**src/rtl/i2c_sensor_poller.sv**
```systemverilog
// rtl/i2c_sensor_poller.sv - sequences i2c_master commands to read a 16-bit sensor register
// Pointer write, repeated-start MSB/LSB read, with NACK and busy-watchdog error reporting.
module i2c_sensor_poller #(
    parameter logic [6:0] ADDR        = 7'b1001000,
    parameter logic [7:0] PTR_REG     = 8'h00,
    parameter int         POLL_PERIOD = 5_000_000,
    parameter int         TIMEOUT     = 1_000_000
) (
    input  logic        clk,
    input  logic        reset_n,
    input  logic        poll_en,
    input  logic        start,
    output logic        i2c_ena,
    output logic [6:0]  i2c_addr,
    output logic        i2c_rw,
    output logic [7:0]  i2c_data_wr,
    input  logic        i2c_busy,
    input  logic [7:0]  i2c_data_rd,
    input  logic        i2c_ack_error,
    output logic [15:0] sample,
    output logic        sample_valid,
    output logic        err,
    output logic [1:0]  err_code,
    output logic        active
);
    localparam int PW = $clog2(POLL_PERIOD + 1);
    localparam int TW = $clog2(TIMEOUT + 1);
    localparam logic [PW-1:0] POLL_LAST = PW'(POLL_PERIOD - 1);
    localparam logic [TW-1:0] WDOG_LAST = TW'(TIMEOUT - 1);

    typedef enum logic [1:0] {S_IDLE, S_RUN, S_DRAIN, S_DONE} state_t;
    state_t r_state, w_next;

    logic          r_busy_q;
    logic [1:0]    r_rise_cnt, r_fall_cnt;
    logic [PW-1:0] r_poll_cnt;
    logic [TW-1:0] r_wdog;
    logic [7:0]    r_msb, r_lsb;
    logic          r_ena, r_rw, r_sample_valid, r_err, r_active;
    logic [1:0]    r_err_code;
    logic [15:0]   r_sample;

    logic       w_rise, w_fall, w_edge, w_trigger, w_timeout;
    logic       w_ena_d, w_rw_d, w_sample_valid_d, w_err_d;
    logic [1:0] w_err_code_d;

    assign w_rise    = i2c_busy & ~r_busy_q;
    assign w_fall    = ~i2c_busy & r_busy_q;
    assign w_edge    = w_rise | w_fall;
    assign w_trigger = (r_state == S_IDLE) && (start || (poll_en && (r_poll_cnt == POLL_LAST)));
    // Any busy edge restarts the watchdog, so an edge always beats a coincident expiry.
    assign w_timeout = ((r_state == S_RUN) || ((r_state == S_DRAIN) && i2c_busy))
                       && (r_wdog == WDOG_LAST) && !w_edge;

    always_comb begin
        w_next = r_state;
        case (r_state)
            S_IDLE:  if (w_trigger) w_next = S_RUN;
            S_RUN: begin
                if (w_fall && i2c_ack_error)      w_next = S_DRAIN;
                else if (w_fall && r_fall_cnt == 2'd2) w_next = S_DONE;
                else if (w_timeout)                w_next = S_IDLE;
            end
            S_DRAIN: if (!i2c_busy || w_timeout) w_next = S_IDLE;
            S_DONE:  w_next = S_IDLE;
            default: w_next = S_IDLE;
        endcase
    end

    always_comb begin
        w_ena_d          = r_ena;
        w_rw_d           = r_rw;
        w_sample_valid_d = 1'b0;
        w_err_d          = 1'b0;
        w_err_code_d     = r_err_code;
        case (r_state)
            S_IDLE: begin
                w_ena_d = w_trigger;
                if (w_trigger) w_rw_d = 1'b0;
            end
            S_RUN: begin
                if (w_rise && r_rise_cnt == 2'd0) w_rw_d  = 1'b1;
                if (w_rise && r_rise_cnt == 2'd2) w_ena_d = 1'b0;
                if (w_fall && i2c_ack_error) begin
                    w_ena_d      = 1'b0;
                    w_err_code_d = 2'b01;
                end
            end
            S_DRAIN: if (!i2c_busy) w_err_d = 1'b1;
            S_DONE:  w_sample_valid_d = 1'b1;
            default: ;
        endcase
        if (w_timeout) begin
            w_ena_d      = 1'b0;
            w_err_code_d = 2'b10;
            w_err_d      = 1'b1;
        end
    end

    always_ff @(posedge clk or negedge reset_n) begin
        if (!reset_n) begin
            r_state        <= S_IDLE;
            r_ena          <= 1'b0;
            r_rw           <= 1'b0;
            r_sample       <= '0;
            r_sample_valid <= 1'b0;
            r_err          <= 1'b0;
            r_err_code     <= 2'b00;
            r_active       <= 1'b0;
        end else begin
            r_state        <= w_next;
            r_ena          <= w_ena_d;
            r_rw           <= w_rw_d;
            r_sample_valid <= w_sample_valid_d;
            r_err          <= w_err_d;
            r_err_code     <= w_err_code_d;
            r_active       <= (w_next != S_IDLE);
            if (r_state == S_DONE) r_sample <= {r_msb, r_lsb};
        end
    end

    always_ff @(posedge clk or negedge reset_n) begin
        if (!reset_n) begin
            r_busy_q   <= 1'b0;
            r_rise_cnt <= 2'd0;
            r_fall_cnt <= 2'd0;
            r_poll_cnt <= '0;
            r_wdog     <= '0;
            r_msb      <= 8'h00;
            r_lsb      <= 8'h00;
        end else begin
            r_busy_q <= i2c_busy;
            // Cleared outside IDLE so auto-poll spacing is measured from IDLE entry.
            if (r_state == S_IDLE && poll_en && !w_trigger) r_poll_cnt <= r_poll_cnt + PW'(1);
            else                                            r_poll_cnt <= '0;
            if (r_state == S_IDLE) begin
                r_rise_cnt <= 2'd0;
                r_fall_cnt <= 2'd0;
            end else begin
                if (w_rise) r_rise_cnt <= r_rise_cnt + 2'd1;
                if (w_fall) r_fall_cnt <= r_fall_cnt + 2'd1;
            end
            if ((r_state == S_RUN || r_state == S_DRAIN) && !w_edge) r_wdog <= r_wdog + TW'(1);
            else                                                     r_wdog <= '0;
            if (r_state == S_RUN && w_fall && !i2c_ack_error) begin
                if (r_fall_cnt == 2'd1) r_msb <= i2c_data_rd;
                if (r_fall_cnt == 2'd2) r_lsb <= i2c_data_rd;
            end
        end
    end

    assign i2c_ena      = r_ena;
    assign i2c_addr     = ADDR;
    assign i2c_rw       = r_rw;
    assign i2c_data_wr  = PTR_REG;
    assign sample       = r_sample;
    assign sample_valid = r_sample_valid;
    assign err          = r_err;
    assign err_code     = r_err_code;
    assign active       = r_active;
endmodule

```
**config.mk**
```make
export PLATFORM = sky130hd
export DESIGN_NAME = i2c_sensor_poller
export DESIGN_NICKNAME = d
export VERILOG_FILES = /design/src/rtl/i2c_sensor_poller.sv
export SDC_FILE = /design/constraint.sdc
export NUM_CORES = 1
export LEC_CHECK = 0
export BUFFER_PORTS_ARGS = -buffer_cell sky130_fd_sc_hd__buf_2
export CAP_MARGIN = 20
export CORE_ASPECT_RATIO = 1.25
export CORE_UTILIZATION = 50
export DETAILED_ROUTE_END_ITERATION = 10
export GPL_TIMING_DRIVEN = 0
export HOLD_SLACK_MARGIN = 0.08
export PLACE_DENSITY_LB_ADDON = 0.08
export SYNTH_ARGS = -nofsm -noshare
export SYNTH_HDL_FRONTEND = slang
export SYNTH_SLANG_ARGS = --single-unit
```
**constraint.sdc**
```tcl
create_clock -name clk -period 1.8 [get_ports clk]
set_input_delay 0.18 -clock clk [delete_from_list [all_inputs] [get_ports clk]]
set_output_delay 0.18 -clock clk [all_outputs]
set_load 0.05 [all_outputs]
```
After elaboration in Yosys (flattened, before gate mapping)
Cells that the tools add are included.
{ "totals": {"reg_bits": 89, "inputBits": 14, "output_inout_bits": 38, "elab_cells": 97} }
{ "classes": {"n_eq_ne": 11, "bitwise": 5, "add_sub_neg": 4, "n_reduce_logical": 36, "muxes": 26} }
{ "op_table": {"columns": ["operator", "count"], "rows": [
  ["two-way mux 2 bit", 12],
  ["adder 23 x 1 -> 23 bit (second input constant)", 1],
  ["== test 23 bit (second input constant)", 1],
  ["two-way mux 23 bit", 1],
  ["adder 20 x 1 -> 20 bit (second input constant)", 1],
  ["== test 20 bit (second input constant)", 1],
  ["two-way mux 20 bit", 1],
  ["logical AND 1 bit", 14],
  ["nonzero test 2 bit", 6],
  ["two-way mux 1 bit", 9],
  ["== test 2 bit (second input constant)", 4],
  ["case mux 2 bit (4 select lines)", 1],
  ["AND reduction 2 bit", 4],
  ["adder 2 x 1 -> 2 bit (second input constant)", 2],
  ["== test 2 x 1 -> 1 bit (second input constant)", 2],
  ["zero test 1 bit", 4],
  ["zero test 2 bit", 2],
  ["logical OR 1 bit", 4],
  ["inequality test 4 x 2 -> 1 bit (second input constant)", 1],
  ["case mux 1 bit (2 select lines)", 2],
  ["AND reduction 3 bit", 1],
  ["nonzero test 3 bit", 1],
  ["AND 1 bit", 2],
  ["inequality test 2 x 1 -> 1 bit (second input constant)", 1],
  ["other kinds (3)", 4]
]} }

Depth between registers and ports, before layout
{ "depth": {"ltp_word": 10, "ltp_mapped": 8, "mapped_depth_nobuf": 7} }

Worst setup path after synthesis
No wires, ideal clock.
{ "synth_timing": {"kind": "register to register", "startpoint": "register r_state[1]", "endpoint": "register r_active, in the netlist active", "path_stages_with_launch": 9, "path_buffers": 1, "setup_ns": 0.124, "synth_period_minus_slack_ns": 1.887, "setup_slack_ns": -0.087, "arrival_time_ns": 1.763, "required_time_ns": 1.676, "path_cell_list": "dfrtp_1 -> inv_1 -> ha_1 -> clkbuf_1 -> a21oi_1 -> nor3_1 -> a311oi_1 -> a21o_1 -> a211o_1"} }
{ "synth_via": {"elab_chain_len": 10, "word_cells_on_any_way": 17, "cone_classes": "3 x eq/ne; 6 x mux; 8 x reduce/logical"} }
{ "synth_lines": {"columns": ["item", "line_no", "rtl"], "rows": [
  ["start: declaration", "32", "state_t r_state, w_next;"],
  ["start signal: assignment", "111", "r_state <= w_next;"],
  ["== test 2 bit", "52, 57", null],
  ["logical AND 1 bit", "52", "assign w_timeout = ((r_state == S_RUN) || ((r_state == S_DRAIN) && i2c_busy))"],
  ["logical OR 1 bit", "52", null],
  ["logical AND 1 bit (2 in series)", "53", "&& (r_wdog == WDOG_LAST) && !w_edge;"],
  ["two-way mux 2 bit", "62", "else if (w_timeout) w_next = S_IDLE;"],
  ["two-way mux 2 bit", "61", "else if (w_fall && r_fall_cnt == 2'd2) w_next = S_DONE;"],
  ["two-way mux 2 bit", "60", "if (w_fall && i2c_ack_error) w_next = S_DRAIN;"],
  ["case mux 2 bit (4 select lines) *", "57", "case (r_state)"],
  ["nonzero test 2 bit *", "117", "r_active <= (w_next != S_IDLE);"],
  ["end signal: assignment", "117", null],
  ["end: declaration", "39", "logic r_ena, r_rw, r_sample_valid, r_err, r_active;"]
]} }
Mark *: on every way between the ends. The rest lies on a longest branch, timed or not.
A chain may end at the register's enable or synchronous reset.

Worst setup path after layout
{ "layout_timing": {"startpoint": "register r_state[0]", "endpoint": "register r_active, in the netlist active"} }
{ "layout_via": {"elab_chain_len": 10, "word_cells_on_any_way": 17, "cone_classes": "3 x eq/ne; 6 x mux; 8 x reduce/logical"} }
{ "layout_lines": {"columns": ["item", "line_no"], "rows": [
  ["== test 2 bit", "52, 57"],
  ["logical AND 1 bit", "52"],
  ["logical OR 1 bit", "52"],
  ["logical AND 1 bit (2 in series)", "53"],
  ["two-way mux 2 bit", "62"],
  ["two-way mux 2 bit", "61"],
  ["two-way mux 2 bit", "60"],
  ["case mux 2 bit (4 select lines) *", "57"],
  ["via w_next[0]", "32"],
  ["nonzero test 2 bit *", "117"]
]} }
The timed path passes the listed nets; every way through them passes the cells marked *.

==> impl_results.md <==
- Pre-antenna DRT Iters: 9
- PnR worst setup slack: -0.0115 ns
- CTS Root Cell: clkbuf_8
- Reg2reg path depth: 8
- Switching part of the total power: 36.8%
- Syn Std Cell Area: 4230 sq um
- Fin crit period: 1.81 ns
- Largest net degree at the start of global routing: 65
- CTS sink count: 89
- Fin crit share: 101%
- Clk buf depth: 2
- Antenna violations before repair: 0
- NumNets Final: 502
- Pleak: 2.55 nW
- Comb pwr share: approximately a third
- Pwr/cell area: 1190 nW/um^2
- Synth cell types: 49
- Worst r2r dst: active$_DFF_PN0_
- Global-route wire length before repair: 13.7 mm
- Overall routing resource usage: 19.8%
- Status: complete, but fails checks
- Io pins: 52
- Post-route DRC: 2
- HP Class: input port to flop
- Seq/Total Area, Yosys: 52.6%
- Fin. max-slew vios: 0
- Total core area: 8240 sq um
- Ant diodes: 0
- Filler Cells Inserted: between 600 and 700
- Violated checks: DRC, setup timing
- Chip Width: 84.3 um
- Fmax: 0.552 GHz
- Most common cell after layout, fill and taps aside: dfrtp_1
- Worst hold margin: approximately 0.098 ns
- Clock Skews: 0.00859 ns
- DR WL/cell: 14.2 um
- CP endpoint kind: flop
- RSZ-0062 raised after global routing: yes
- Internal power: roughly 4 mW
- Vias in the first global route: 2883
- Worst R2R Setup Slack: -0.01 ns
- Sequential power share: between 40 and 50%
- Synthesis-stage register bit count: 89
- Switch Pwr: 2.32 mW
- WP depth: 8
- CP bufs+invs: 2
- Routed wire length: 8.23 mm
- Peak supply drop: 0.00106 V
- DRT antenna net count: 0
- Fin Setup TNS: -0.0115 ns
- Gate count after technology mapping: approximately 370
- Grt total ovfl: 0
- Critical Path RT: 2.04 ns
- Post-synth EDFFs: 0
- Initial core utilization: 51.4%
- Setup crit start: r_state[0]$_DFF_PN0_
- Hpwl dp: 5.40 mm
- Cts bufs inserted: 9
- Layout cell share with drive strength beyond 1: 36.4%
- Initial drt markers: 87
- FP Rows: 37
- Critical Path AT: 2.05 ns
- Ys async rst share: 100%
- H-Tree Depth: 3
- Die span in y: 105 um
- Worst setup path end: active$_DFF_PN0_
- CTS tree: built
- Critical setup path kind: flop to flop
- Worst-path clk slew: ~0.10 ns
- # setup viols final: 1
- Vias per cell: 5.10
- Worst skew pair latency: 0.35 ns
- Total vias in the final route: 2949
- IO buf count: 36
- CP max stage cell: dfrtp_2
- Critical R2R Launch: r_state[0]$_DFF_PN0_
- Crit-path cells: ha_2, buf_8, buf_4, a21boi_0, o21ai_0, a31oi_1, a2bb2oi_1, a211o_1
- Clock group share of total power: between 20% and 30%
- Final hold viol count: 0
- Max Cap Violations: 0
- Slowest stage delay, CP: 0.44 ns
- P&R area growth vs syn: 26.0%
- Yosys warns: 0
- Most used DFF post-synth: dfrtp_1
- Gpl congestion: 0.801
- Startpoint types: flop
- Avg Inst Size Synth: about 11 sq um
- Full die area: just under 9000 sq um
- Commonest non-fill, non-tap cells in the layout: dfrtp_1 (83), nor2_1 (49), buf_4 (46)
- Max Fanout on Critical Path: 5
- Crit path max-delay family: compound AO/OA/AOI/OAI gates
synth_stat cells (all sizes together), types with 4 or more instances:
library cell  instances  area share, %
nor3                 12            2.4
a21oi                 6           0.71
nand4                11            1.6
xor2                 17            3.5
nand2                18            1.7
clkbuf                5           0.44
and4                  4           0.86
ha                   12            3.5
mux2                 32            8.5
nand3                14            1.8
nor2                 49            4.3
nand4b                4           0.83
dfrtp                89             53
o21ai                 5           0.59
buf                  20            3.3
nor4                  4            1.1
xnor2                21            4.3
inv                  16            1.4
flip-flops by register name, summed over array words and instances (netlist names), 2 cells and up:
name,cells
err_code,2
r_fall_cnt,2
r_lsb,8
r_msb,8
r_poll_cnt,23
r_rise_cnt,2
r_state,2
r_wdog,20
sample,16
logic make-up after synthesis:
kind of cell | after synthesis | synth area share, %
adders and majority gates | 12 | 3.55
AOI/OAI and AO/OA | 24 | 3.87
DFF | 89 | 52.6
xor gates and xnor gates | 38 | 7.87
and+or+nand+nor | 134 | 17.8
other | 2 | 0.177
muxes | 34 | 8.99
buffers and inverters | 41 | 5.14
power groups by stage:
stage	Clock (mW)	Combinational, mW	Sequential (mW)
final	1.59	2.14	2.60
after global routing	1.72	2.31	2.65
after CTS	1.64	2.00	2.60
after detailed placement	0	1.90	2.63
after global placement	0	1.86	2.62
after floorplan	0	0.862	3.19
worst register-to-register path: cells and delay by family, from the launching register on:
kind	cells	cell delay, ns
compound gates	5	0.79
flops	1	0.44
buf+inv	2	0.26
fa+ha+maj	1	0.20
metrics by stage:
step                      instances  total power, mW  util [%]  cell area, sq um  setup WS, ns
after CTS                       557             6.24      61.7              5080      -0.00147
after detailed placement        521             4.53      56.1              4620        -0.260
after global routing            578             6.68      64.7              5330        -0.108
final                           578             6.32      64.7              5330       -0.0115
after floorplan                 387             4.06         -              4290        0.0172
after global placement          520             4.48      55.7              4590        -0.259
worst min path at each step:
| stage | start | endpoint | depth (start not counted) |
|---|---|---|---|
| global route | i2c_busy | err$_DFF_PN0_ | 2 |
| detailed placement | reset_n | r_poll_cnt[2]$_DFF_PN0_ | 1 |
| finish | i2c_busy | err$_DFF_PN0_ | 2 |
| global placement | i2c_busy | r_busy_q$_DFF_PN0_ | 1 |
| CTS | i2c_busy | err$_DFF_PN0_ | 2 |
| floorplan | reset_n | active$_DFF_PN0_ | 0 |
cell type report:
cell class	count	area (sq um)	share of cell area, %
multi-input cells	257	1930	36.3
repair buffers	79	558	10.5
flip-flops and latches	89	2230	41.9
well taps	97	121	2.28
plain buffers	24	191	3.59
inverters	16	60.1	1.13
clock buffers	9	124	2.32
clock inverters	7	109	2.04
routing by layer:
metal	wire length [um]	vias to the layer above	global-route usage (%)
li1	-	1452	-
met1	3540	1458	23.8
met2	4370	29	35.0
met3	191	10	4.19
met4	128	0	6.53
met5	0	-	0
what timing repair did:
action	CTS	global route
pin swaps	10	13
hold endpoints to repair	42	0
setup buffers	11	20
setup endpoints to repair	52	40
gates resized for setup	11	33
hold buffers	10	0
gates cloned	0	1
Note: power is estimated with default switching activity, not from simulation.
